`config.mk`:
```
export PLATFORM = sky130hd
export DESIGN_NAME = i2s_deserializer
export DESIGN_NICKNAME = d
export VERILOG_FILES = /design/src/rtl/i2s_deserializer.sv
export SDC_FILE = /design/constraint.sdc
export NUM_CORES = 1
export LEC_CHECK = 0
export ABC_AREA = 1
export BUFFER_PORTS_ARGS = -buffer_cell sky130_fd_sc_hd__buf_2
export CAP_MARGIN = 20
export CORE_MARGIN = 2
export CORE_UTILIZATION = 45
export CTS_BUF_LIST = sky130_fd_sc_hd__clkbuf_16
export DETAILED_ROUTE_END_ITERATION = 10
export GPL_TIMING_DRIVEN = 0
export PLACE_DENSITY_LB_ADDON = 0.25
export SYNTH_ARGS = -nofsm -noshare
export SYNTH_HDL_FRONTEND = slang
export SYNTH_SLANG_ARGS = --single-unit
```
`constraint.sdc`:
```
create_clock -name CLK -period 2.8 [get_ports CLK]
set_clock_uncertainty 0.15 [all_clocks]
set_input_delay 0.28 -clock CLK [delete_from_list [all_inputs] [get_ports CLK]]
set_output_delay 0.28 -clock CLK [all_outputs]
set_load 0.05 [all_outputs]
```
`src/rtl/i2s_deserializer.sv`:
```
// rtl/i2s_deserializer.sv - I2S ADC stream to parallel signed stereo sample pairs.
// Optional DESER_MONO_SUM_EN: both outputs carry the floor-halved L+R mono mix.
`timescale 1ns/1ps
module i2s_deserializer #(
  parameter int DATA_WIDTH  = 16,
  parameter int SYNC_STAGES = 2
) (
  input  logic                         CLK,
  input  logic                         RESET,
  input  logic                         BCLK,
  input  logic                         ADCLRCK,
  input  logic                         ADCDAT,
  output logic signed [DATA_WIDTH-1:0] leftSample,
  output logic signed [DATA_WIDTH-1:0] rightSample,
  output logic                         sampleValid,
  output logic                         frameError
);

  localparam int CW = $clog2(DATA_WIDTH + 1);

  typedef enum logic [1:0] {HUNT, DELAY, SHIFT, PAD} state_t;

  logic [SYNC_STAGES-1:0] bclk_sync, lrck_sync, dat_sync;
  logic                   bclk_prev, lrck_prev;
  logic                   bclk_s, lrck_s, dat_s;
  logic                   bclk_rise, lr_edge, lr_fall;

  state_t                 state, state_next;
  logic                   chan, chan_next;
  logic [CW-1:0]          cnt;
  logic [DATA_WIDTH-1:0]  shreg, shreg_nxt, left_hold;
  logic                   have_left, emit;
  logic                   shift_en, clr_cnt, store_left, emit_set, drop_left, err, resync;

  assign bclk_s    = bclk_sync[SYNC_STAGES-1];
  assign lrck_s    = lrck_sync[SYNC_STAGES-1];
  assign dat_s     = dat_sync[SYNC_STAGES-1];
  assign bclk_rise = bclk_s & ~bclk_prev;
  assign lr_edge   = lrck_s ^ lrck_prev;
  assign lr_fall   = lr_edge & ~lrck_s;
  assign shreg_nxt = {shreg[DATA_WIDTH-2:0], dat_s};

  always_ff @(posedge CLK or posedge RESET) begin
    if (RESET) begin
      bclk_sync <= '0;
      lrck_sync <= '0;
      dat_sync  <= '0;
      bclk_prev <= 1'b0;
      lrck_prev <= 1'b0;
    end else begin
      bclk_sync <= {bclk_sync[SYNC_STAGES-2:0], BCLK};
      lrck_sync <= {lrck_sync[SYNC_STAGES-2:0], ADCLRCK};
      dat_sync  <= {dat_sync[SYNC_STAGES-2:0], ADCDAT};
      bclk_prev <= bclk_s;
      lrck_prev <= lrck_s;
    end
  end

  always_ff @(posedge CLK or posedge RESET) begin
    if (RESET) begin
      state <= HUNT;
      chan  <= 1'b0;
    end else begin
      state <= state_next;
      chan  <= chan_next;
    end
  end

  // Word-select edges are tracked every CLK; an edge coincident with bclkRise makes that rise the delay bit.
  always_comb begin
    state_next = state;
    chan_next  = chan;
    shift_en   = 1'b0;
    clr_cnt    = 1'b0;
    store_left = 1'b0;
    emit_set   = 1'b0;
    drop_left  = 1'b0;
    err        = 1'b0;
    resync     = 1'b0;
    case (state)
      HUNT:  if (lr_fall) resync = 1'b1;
      DELAY: begin
        if (lr_edge) begin
          err    = 1'b1;
          resync = 1'b1;
        end else if (bclk_rise) begin
          state_next = SHIFT;
        end
      end
      SHIFT: begin
        if (lr_edge) begin
          err    = 1'b1;
          resync = 1'b1;
        end else if (bclk_rise) begin
          shift_en = 1'b1;
          if (cnt == CW'(DATA_WIDTH - 1)) begin
            state_next = PAD;
            if (!chan)          store_left = 1'b1;
            else if (have_left) emit_set   = 1'b1;
          end
        end
      end
      PAD:     if (lr_edge) resync = 1'b1;
      default: state_next = HUNT;
    endcase
    if (resync) begin
      chan_next  = lrck_s;
      clr_cnt    = 1'b1;
      state_next = bclk_rise ? SHIFT : DELAY;
      if (!lrck_s) drop_left = 1'b1;
    end
    if (err) drop_left = 1'b1;
  end

`ifdef DESER_MONO_SUM_EN
  logic [DATA_WIDTH:0]   mono_sum;
  logic [DATA_WIDTH-1:0] mono;
  assign mono_sum = {left_hold[DATA_WIDTH-1], left_hold} + {shreg[DATA_WIDTH-1], shreg};
  assign mono     = mono_sum[DATA_WIDTH:1];
`endif

  always_ff @(posedge CLK or posedge RESET) begin
    if (RESET) begin
      cnt         <= '0;
      shreg       <= '0;
      left_hold   <= '0;
      have_left   <= 1'b0;
      emit        <= 1'b0;
      sampleValid <= 1'b0;
      frameError  <= 1'b0;
      leftSample  <= '0;
      rightSample <= '0;
    end else begin
      if (clr_cnt) begin
        cnt   <= '0;
        shreg <= '0;
      end else if (shift_en) begin
        shreg <= shreg_nxt;
        cnt   <= cnt + 1'b1;
      end
      if (store_left) left_hold <= shreg_nxt;
      if (drop_left || emit_set) have_left <= 1'b0;
      else if (store_left)       have_left <= 1'b1;
      if (err) frameError <= 1'b1;
      emit        <= emit_set;
      sampleValid <= emit;
      if (emit) begin
`ifdef DESER_MONO_SUM_EN
        leftSample  <= mono;
        rightSample <= mono;
`else
        leftSample  <= left_hold;
        rightSample <= shreg;
`endif
      end
    end
  end

endmodule
```
==> flow_summary.ini, run 1 <==
[status]
outcome = completed

[setup_path]
worst-setup-path-type = reg2reg
crit_fanout = 10
r2r-end = left_hold[0]$_DFFE_PP0P_
cp.arrival_ns = 1.84
endpoint_kind = flip-flop
crit_path_max_incr_delay_ns = 0.40
cp_top_family = simple AND/OR/NAND/NOR gates
slowest_stage = dfrtp_1
crit_start = state[0]$_DFFE_PP0P_
ff2ff_path_depth = 8
path_buf_inv = 2
r2r_start = state[0]$_DFFE_PP0P_
cp-start-kind = flip-flop
cp_data_required_time_ns = 2.88
path_cells = inv_1, ha_1, nand2_2, nor2_8, nand3_4, buf_6, nand2_1, o21ai_2
r2r_slack_ns = 1.04

[yosys]
syn_inst = 300
synth-seq-cells = 84
synthMuxAreaShare = 0.0577
netlist_area_mm2 = 0.00332
async_flop_share = 1.00
yosysTopAreaCell = dfrtp_1
synth-xor-area-share = 0.00264
synth_edf_count = 0
ys_top_cells_by_count = 84 x dfrtp_1, 61 x nand2_1, 30 x inv_1
synth_cell_types = 23
synthSimpleGateAreaFrac = 0.130
synth_compound_area_frac = 0.0954
syn_avg_cell_area_um2 = 11.1
ys_seq_area_frac = 0.633
synth_ff_type = dfrtp_1
synth_top_family_by_area = simple AND/OR/NAND/NOR gates
syn_nets = 311
yosys_warnings = 0
yosysTopAreaCellShare = 0.633
synthTopCellsByArea = dfrtp_1 63%, nand2_1 6.9%, mux2_2 5.8%
yosysMostFrequentCell = dfrtp_1
synthAdderAreaFrac = 0.0226

[hold_path]
hold_path.class = reg2reg
worstHoldStart = bclk_sync[0]$_DFF_PP0_
hold_end = bclk_sync[1]$_DFF_PP0_
min_path_cells = 0

[sta]
maxSlewHeadroom = 0.663
finalMaxSlewViolations = 0
fin_crit_sh = 0.629
max_freq_mhz = 568
rsz0062_at_grt = no
setup_viol = 0
hold_viol_final = 0
fin_hold_ws_ns = 0.197
fin_crit_ns = 1.76
worst_pin_slew_ns = 0.505
fin_ws_ns = 1.04
final.setup.tns_ns = 0

[placement]
port_buffers = 38
hpwl_um = 4020
post-place-ws_ns = 1.04
place_congestion = 0.783

[die]
die_width_um = 89.9
start_util = 0.460
io-pin-count = 39
core_mm2 = 0.00721
die_area_mm2 = 0.00808
fp.dieH_um = 89.9
rows = 31

[clock_network]
cts_setup_buffers = 0
cts_inserted_buffers = 9
cts_max_level = 3
clk_latency_ns = 0.33
cts_sinks = 84
clock_path_buffers = 2
cts_tree = yes
path_clk_slew_ns = 0.06
root_buffer = clkbuf_16

[final_layout]
syn2layout_area_growth_pct = 21.9
drive_gt1_frac = 0.292
final_nets = 365
nFillCells = 644
n_antenna_cell = 0

[route]
vias_per_cell = 4.76
drc = 0
finalWirelength_um = 5940
dr.pass1.iters = 4
drt_iter0_drc = 93
dr_total_vias = 2182
wl_per_cell_um = 13.0
ant_nets = 0

[power]
p_leak_nw = 2.10
p_per_area_mw_per_mm2 = 721
peakVddDrop_mv = 0.364
p_total_mw = 2.92

[global_route]
grt_pass1_vias = 2194
grt_overflow = 0
grt.total_usage = 0.163
antenna_found_initial = 0
grt_max_degree = 46
grt_pass1_wl_um = 10400

[run]
drv_cap = 0
worst reg2reg max path: stages (launching register included):
cell and delay [ns]:
dfrtp_1 0.40, inv_1 0.09, ha_1 0.23, nand2_2 0.12, nor2_8 0.21, nand3_4 0.14, buf_6 0.19, nand2_1 0.08
o21ai_2 0.05
layout by cell type (no fill, tap or decap):
cell type,netlist,routed
a21oi_2,1,1
bufinv_16,0,3
inv_4,0,1
dlygate4sd3_1,0,4
buf_16,0,1
buf_2,6,44
mux2_2,17,17
o21ai_2,16,16
nand4_1,1,1
nand3_1,8,8
nand3_4,1,1
nor2_1,25,25
dfrtp_1,84,84
xor2_1,1,1
buf_6,4,4
inv_1,30,30
clkbuf_1,1,1
o21ai_1,2,2
nor2_8,1,1
nand2_1,61,61
clkbuf_16,0,9
nand2_4,1,1
a21oi_1,15,15
inv_2,1,1
o21ai_0,15,15
nand2_2,2,2
clkinv_2,0,1
ha_1,6,6
clkinv_4,0,2
o21a_1,1,1
area by class of cell:
type                       instances  area [um^2]  area share
clock buffer                       9          225      0.0557
clock inverter                     7          116      0.0288
sequential                        84         2100       0.520
multi-input combinational        174         1020       0.253
tap                               99          124      0.0306
inverter                          31          119      0.0294
buffer                            11         78.8      0.0195
timing repair buffer              43          258      0.0637
kinds of logic (layout without fill, tap and decap cells):
family                     count (synthesis)  in the layout
DFF                                       84             84
muxes                                     17             17
buffers and inverters                     42            101
and+or+nand+nor                          100            100
adders and majority gates                  6              6
xor gates and xnor gates                   1              1
AOI/OAI and AO/OA                         50             50
power breakdown:
part	internal, mW	leakage (nW)	switching [mW]	total (mW)
clock	0.869	0.171	0.465	1.33
combinational	0.0986	0.789	0.214	0.312
sequential	1.25	1.14	0.0245	1.27
total	2.22	2.10	0.703	2.92
sequential cells by signal (all words and copies together), names as in the netlist:
| signal | cells |
|---|---|
| rightSample | 16 |
| lrck_prev | 1 |
| cnt | 5 |
| emit | 1 |
| frameError | 1 |
| have_left | 1 |
| chan | 1 |
| left_hold | 16 |
| bclk_prev | 1 |
| shreg | 16 |
| lrck_sync | 2 |
| bclk_sync | 2 |
| sampleValid | 1 |
| state | 2 |
| dat_sync | 2 |
| leftSample | 16 |
metal layers:
metal / vias up / GRT usage / routed length [um]
li1: 1071 / - / -
met1: 1056 / 0.215 / 2890
met2: 43 / 0.253 / 2690
met3: 12 / 0.0310 / 183
met4: 0 / 0.0974 / 177
met5: - / 0 / 0
worst max-delay path by stage:
stage                                to  cells past startpoint
4_1_cts        left_hold[0]$_DFFE_PP0P_                      8
2_1_floorplan       bclk_prev$_DFF_PP0_                      1
3_3_place_gp     lrck_sync[0]$_DFF_PP0_                      2
5_1_grt           shreg[15]$_DFFE_PP0P_                      9
6_report       left_hold[0]$_DFFE_PP0P_                      8
3_5_place_dp   left_hold[0]$_DFFE_PP0P_                      8
per-stage QoR:
stage | cell area (um^2) | cells | util
6_report | 4050 | 458 | 0.561
3_3_place_gp | 3630 | 437 | 0.504
3_5_place_dp | 3660 | 438 | 0.508
4_1_cts | 4050 | 458 | 0.561
2_1_floorplan | 3320 | 300 | -
5_1_grt | 4050 | 458 | 0.561
repair_timing:
action / 4_1_cts / 5_1_grt
resized for setup: 0 / 0
hold buffers: 4 / 0
hold endpoints to repair: 42 / 0
No activity file was read; power rests on OpenSTA's default activity.
==> inputs of run 2 (changes only) <==
==> constraint.sdc (replaced) <==
create_clock -name CLK -period 1.7 [get_ports CLK]
set_clock_uncertainty 0.15 [all_clocks]
set_input_delay 0.17 -clock CLK [delete_from_list [all_inputs] [get_ports CLK]]
set_output_delay 0.17 -clock CLK [all_outputs]
set_load 0.05 [all_outputs]
==> run 2 against run 1 <==
Register-to-register slack got worse by 0.99 ns. Critical path depth did not move. Power is 65% higher. Via count is 2.7% higher. Non-clock buffer count rose by 14. Critical path type unchanged. Critical endpoint is now left_hold[1]$_DFFE_PP0P_.
==> flow_summary.ini, run 2 (synthesis results as in run 1) <==
[die]
die_width_um = 89.9
io-pin-count = 39
core_mm2 = 0.00721
start_util = 0.460
fp.dieH_um = 89.9
die_area_mm2 = 0.00808
rows = 31

[clock_network]
cts_max_level = 3
cts_inserted_buffers = 9
cts_sinks = 84
path_clk_slew_ns = 0.06
clk_latency_ns = 0.33
root_buffer = clkbuf_16
clock_path_buffers = 2
cts_tree = yes

[sta]
fin_crit_ns = 1.65
setup_viol = 0
maxSlewHeadroom = 0.659
max_freq_mhz = 605
finalMaxSlewViolations = 0
fin_hold_ws_ns = 0.197
fin_crit_sh = 0.972
fin_ws_ns = 0.0471
hold_viol_final = 0
worst_pin_slew_ns = 0.511
final.setup.tns_ns = 0
rsz0062_at_grt = yes

[global_route]
grt_pass1_vias = 2194
grt.total_usage = 0.168
antenna_found_initial = 0
grt_max_degree = 33
grt_pass1_wl_um = 10800
grt_overflow = 0

[setup_path]
path_buf_inv = 1
cp-start-kind = flip-flop
path_cells = ha_2, nand2_1, nor2_2, ha_4, nand3_4, buf_8, nand2_1, o21ai_2
cp.arrival_ns = 1.72
crit_path_max_incr_delay_ns = 0.36
crit_fanout = 10
endpoint_kind = flip-flop
cp_data_required_time_ns = 1.77
cp_top_family = simple AND/OR/NAND/NOR gates
worst-setup-path-type = reg2reg
slowest_stage = dfrtp_1
crit_path_frequent_cell = nand2_1

[placement]
hpwl_um = 4220
dp.cells = 439
postPlaceCellArea_mm2 = 0.00368
post-place-ws_ns = -0.119
place_congestion = 0.776
port_buffers = 38

[final_layout]
drive_gt1_frac = 0.368
layout_common_cells = 84 x dfrtp_1, 50 x nand2_1, 43 x buf_2
syn2layout_area_growth_pct = 28.2
seqCellArea_mm2 = 0.00210
multi_input_area_mm2 = 0.00111
n_antenna_cell = 0
fin_area_mm2 = 0.00426
finalNonFillerCells = 471
utilization = 0.590
nFillCells = 607
layout_commonest_cell = dfrtp_1
final_nets = 379

[route]
dr.pass1.iters = 4
wl_per_cell_um = 13.7
finalWirelength_um = 6470
drc = 0
ant_nets = 0
dr_total_vias = 2240
drt_iter0_drc = 109
vias_per_cell = 4.76

[run]
drv_cap = 0

[status]
outcome = completed

[hold_path]
hold_path.class = reg2reg

[power]
p_leak_nw = 2.18
peakVddDrop_mv = 0.551
p_total_mw = 4.82
p_per_area_mw_per_mm2 = 1130
## run 2: report_power, final
| part | internal [mW] | switching, mW |
|---|---|---|
| clock network | 1.27 | 0.745 |
| registers | 2.06 | 0.0382 |
| logic | 0.293 | 0.420 |
| total | 3.62 | 1.20 |
## run 2: path summary, 6_finish.rpt
kind | start | end | slack [ns] | cells after the start
min in group asynchronous | RESET | left_hold[13]$_DFFE_PP0P_ | 0.26 | 3
max | cnt[0]$_DFFE_PP0P_ | left_hold[1]$_DFFE_PP0P_ | 0.05 | 8
max reg2reg | cnt[0]$_DFFE_PP0P_ | left_hold[1]$_DFFE_PP0P_ | 0.05 | 8
min reg2reg | dat_sync[0]$_DFF_PP0_ | dat_sync[1]$_DFF_PP0_ | 0.20 | 0
max in group asynchronous | RESET | left_hold[2]$_DFFE_PP0P_ | 0.40 | 5
min | dat_sync[0]$_DFF_PP0_ | dat_sync[1]$_DFF_PP0_ | 0.20 | 0
## run 2: final cells by class
class / count / share of cell area
Multi-Input combinational cell: 174 / 0.261
Clock inverter: 6 / 0.0191
Inverter: 31 / 0.0288
Buffer: 11 / 0.0223
Sequential cell: 84 / 0.494
Tap cell: 99 / 0.0291
Timing Repair Buffer: 57 / 0.0929
Clock buffer: 9 / 0.0529
## run 2: what timing repair did
action | 4_1_cts | 5_1_grt
gates cloned | 1 | 1
setup endpoints to repair | 39 | 39
endpoints found under the hold margin | 24 | 0
pin swaps | 4 | 2
setup buffers | 6 | 5
hold buffers | 4 | 0
gates resized for setup | 13 | 24
## run 2: routing by layer
metal	routed length (um)	share of wire	global-route usage
met5	0	0	0
met4	98	0.015	0.0462
met3	169	0.026	0.0419
met2	3160	0.49	0.278
met1	3040	0.47	0.222
==> inputs of run 3 (changes only) <==
--- a/config.mk
+++ b/config.mk
@@ -14,6 +14,7 @@
 export DETAILED_ROUTE_END_ITERATION = 10
 export GPL_TIMING_DRIVEN = 0
 export PLACE_DENSITY_LB_ADDON = 0.25
+export RECOVER_POWER = 50
 export SYNTH_ARGS = -nofsm -noshare
 export SYNTH_HDL_FRONTEND = slang
 export SYNTH_SLANG_ARGS = --single-unit
==> run 3 against run 2 <==
Sequential cell count is the same. Critical path depth is the same. Worst hold slack is essentially flat. Global-route usage is the same. Critical endpoint is now shreg[8]$_DFFE_PP0P_.
==> flow_summary.ini, run 3 (synthesis results as in run 1) <==
[sta]
finalMaxSlewViolations = 0
final.setup.tns_ns = 0
worst_pin_slew_ns = 0.605
rsz0062_at_grt = yes
fin_ws_ns = 0.0399
hold_viol_final = 0
max_freq_mhz = 602
maxSlewHeadroom = 0.599
fin_crit_ns = 1.66
fin_hold_ws_ns = 0.197
fin_crit_sh = 0.977
setup_viol = 0

[clock_network]
cts_sinks = 84
clk_latency_ns = 0.33
cts_inserted_buffers = 9
root_buffer = clkbuf_16
cts_tree = yes
path_clk_slew_ns = 0.06
clock_path_buffers = 2
cts_max_level = 3

[setup_path]
cp-start-kind = flip-flop
ff2ff_path_depth = 8
r2r_start = state[0]$_DFFE_PP0P_
crit_fanout = 10
crit_start = state[0]$_DFFE_PP0P_
r2r-end = shreg[8]$_DFFE_PP0P_
cp.arrival_ns = 1.75
worst-setup-path-type = reg2reg
cp_data_required_time_ns = 1.79
endpoint_kind = flip-flop
r2r_slack_ns = 0.04

[die]
fp.dieH_um = 89.9
die_width_um = 89.9
die_area_mm2 = 0.00808
start_util = 0.460
rows = 31
io-pin-count = 39
core_mm2 = 0.00721

[status]
outcome = completed

[placement]
place_congestion = 0.776
post-place-ws_ns = -0.119
hpwl_um = 4220
dp.cells = 439
postPlaceCellArea_mm2 = 0.00368
port_buffers = 38

[power]
pwr-share-comb = 0.148
pwr-share-clk = 0.418
p_leak_nw = 2.03
intPower_mw = 3.61
p_seq_frac = 0.434
p_total_mw = 4.82
peakVddDrop_mv = 0.552
swShare = 0.250
switchingPower_mw = 1.20
p_per_area_mw_per_mm2 = 1140

[final_layout]
utilization = 0.584
finalNonFillerCells = 471
final_nets = 379
layout_common_cells = 84 x dfrtp_1, 50 x nand2_1, 35 x clkbuf_1
nFillCells = 632
fin_area_mm2 = 0.00421
n_antenna_cell = 0
layout_commonest_cell = dfrtp_1
syn2layout_area_growth_pct = 26.9
drive_gt1_frac = 0.274

[hold_path]
worstHoldStart = dat_sync[0]$_DFF_PP0_
min_path_cells = 0
hold_path.class = reg2reg
hold_end = dat_sync[1]$_DFF_PP0_

[route]
drt_iter0_drc = 108
dr_total_vias = 2243
vias_per_cell = 4.76
ant_nets = 0
dr.pass1.iters = 4
finalWirelength_um = 6490
drc = 0
wl_per_cell_um = 13.8

[global_route]
grt_overflow = 0
grt_pass1_wl_um = 10800
antenna_found_initial = 0
grt.total_usage = 0.168
grt_pass1_vias = 2194
grt_max_degree = 33

[run]
drv_cap = 0
[run 3: changes by cell type in the layout (fill, tap and decap cells not counted), sizes merged]
| cell | delta |
|---|---|
| clkbuf | +34 |
| buf | -34 |
[run 3: how the worst max path moves through the flow]
stage               depth (start not counted)  slack [ns]                         to
finish                                      8        0.04       shreg[8]$_DFFE_PP0P_
global route                                8       -0.05       shreg[8]$_DFFE_PP0P_
CTS                                         8      -0.002   left_hold[4]$_DFFE_PP0P_
detailed placement                          9       -0.12       shreg[2]$_DFFE_PP0P_
global placement                            2       -0.17  leftSample[3]$_DFFE_PP0P_
floorplan                                   8        0.11   left_hold[1]$_DFFE_PP0P_
[run 3: metal layers]
metal	track usage	wire, um
met2	0.278	3160
met3	0.0419	184
met1	0.222	3050
met5	0	0
met4	0.0462	93
[run 3: critical path: stages, from the launching register on]
cell	delay, ns
dfrtp_1	0.40
inv_1	0.13
ha_4	0.18
nand2_4	0.07
nor2_8	0.15
buf_12	0.12
nand2_4	0.08
buf_6	0.15
o21ai_0	0.16
[run 3: final cells by class]
class                   count  area, um^2  area share
flip-flops and latches     84        2100       0.499
multi-input cells         174        1110       0.263
repair buffers             57         353      0.0838
clock buffers               9         225      0.0535
well taps                  99         124      0.0294
inverters                  31         123      0.0291
plain buffers              11        95.1      0.0226
clock inverters             6        81.3      0.0193
[run 3: power groups by stage]
stage                     Combinational (mW)  Clock [mW]  Sequential [mW]
after global routing                   0.790        2.12             2.10
after floorplan                        0.393           0             2.12
after detailed placement               0.510           0             2.13
final                                  0.712        2.01             2.09
after global placement                 0.486           0             2.13
after CTS                              0.641        2.04             2.09
[run 3: what timing repair did]
item,in CTS,in global routing
hold buffers,4,0
resized for setup,13,24
endpoints found under the setup margin,39,39
endpoints found under the hold margin,24,0
gates cloned,1,1
pin swaps,4,2
buffers inserted,6,5
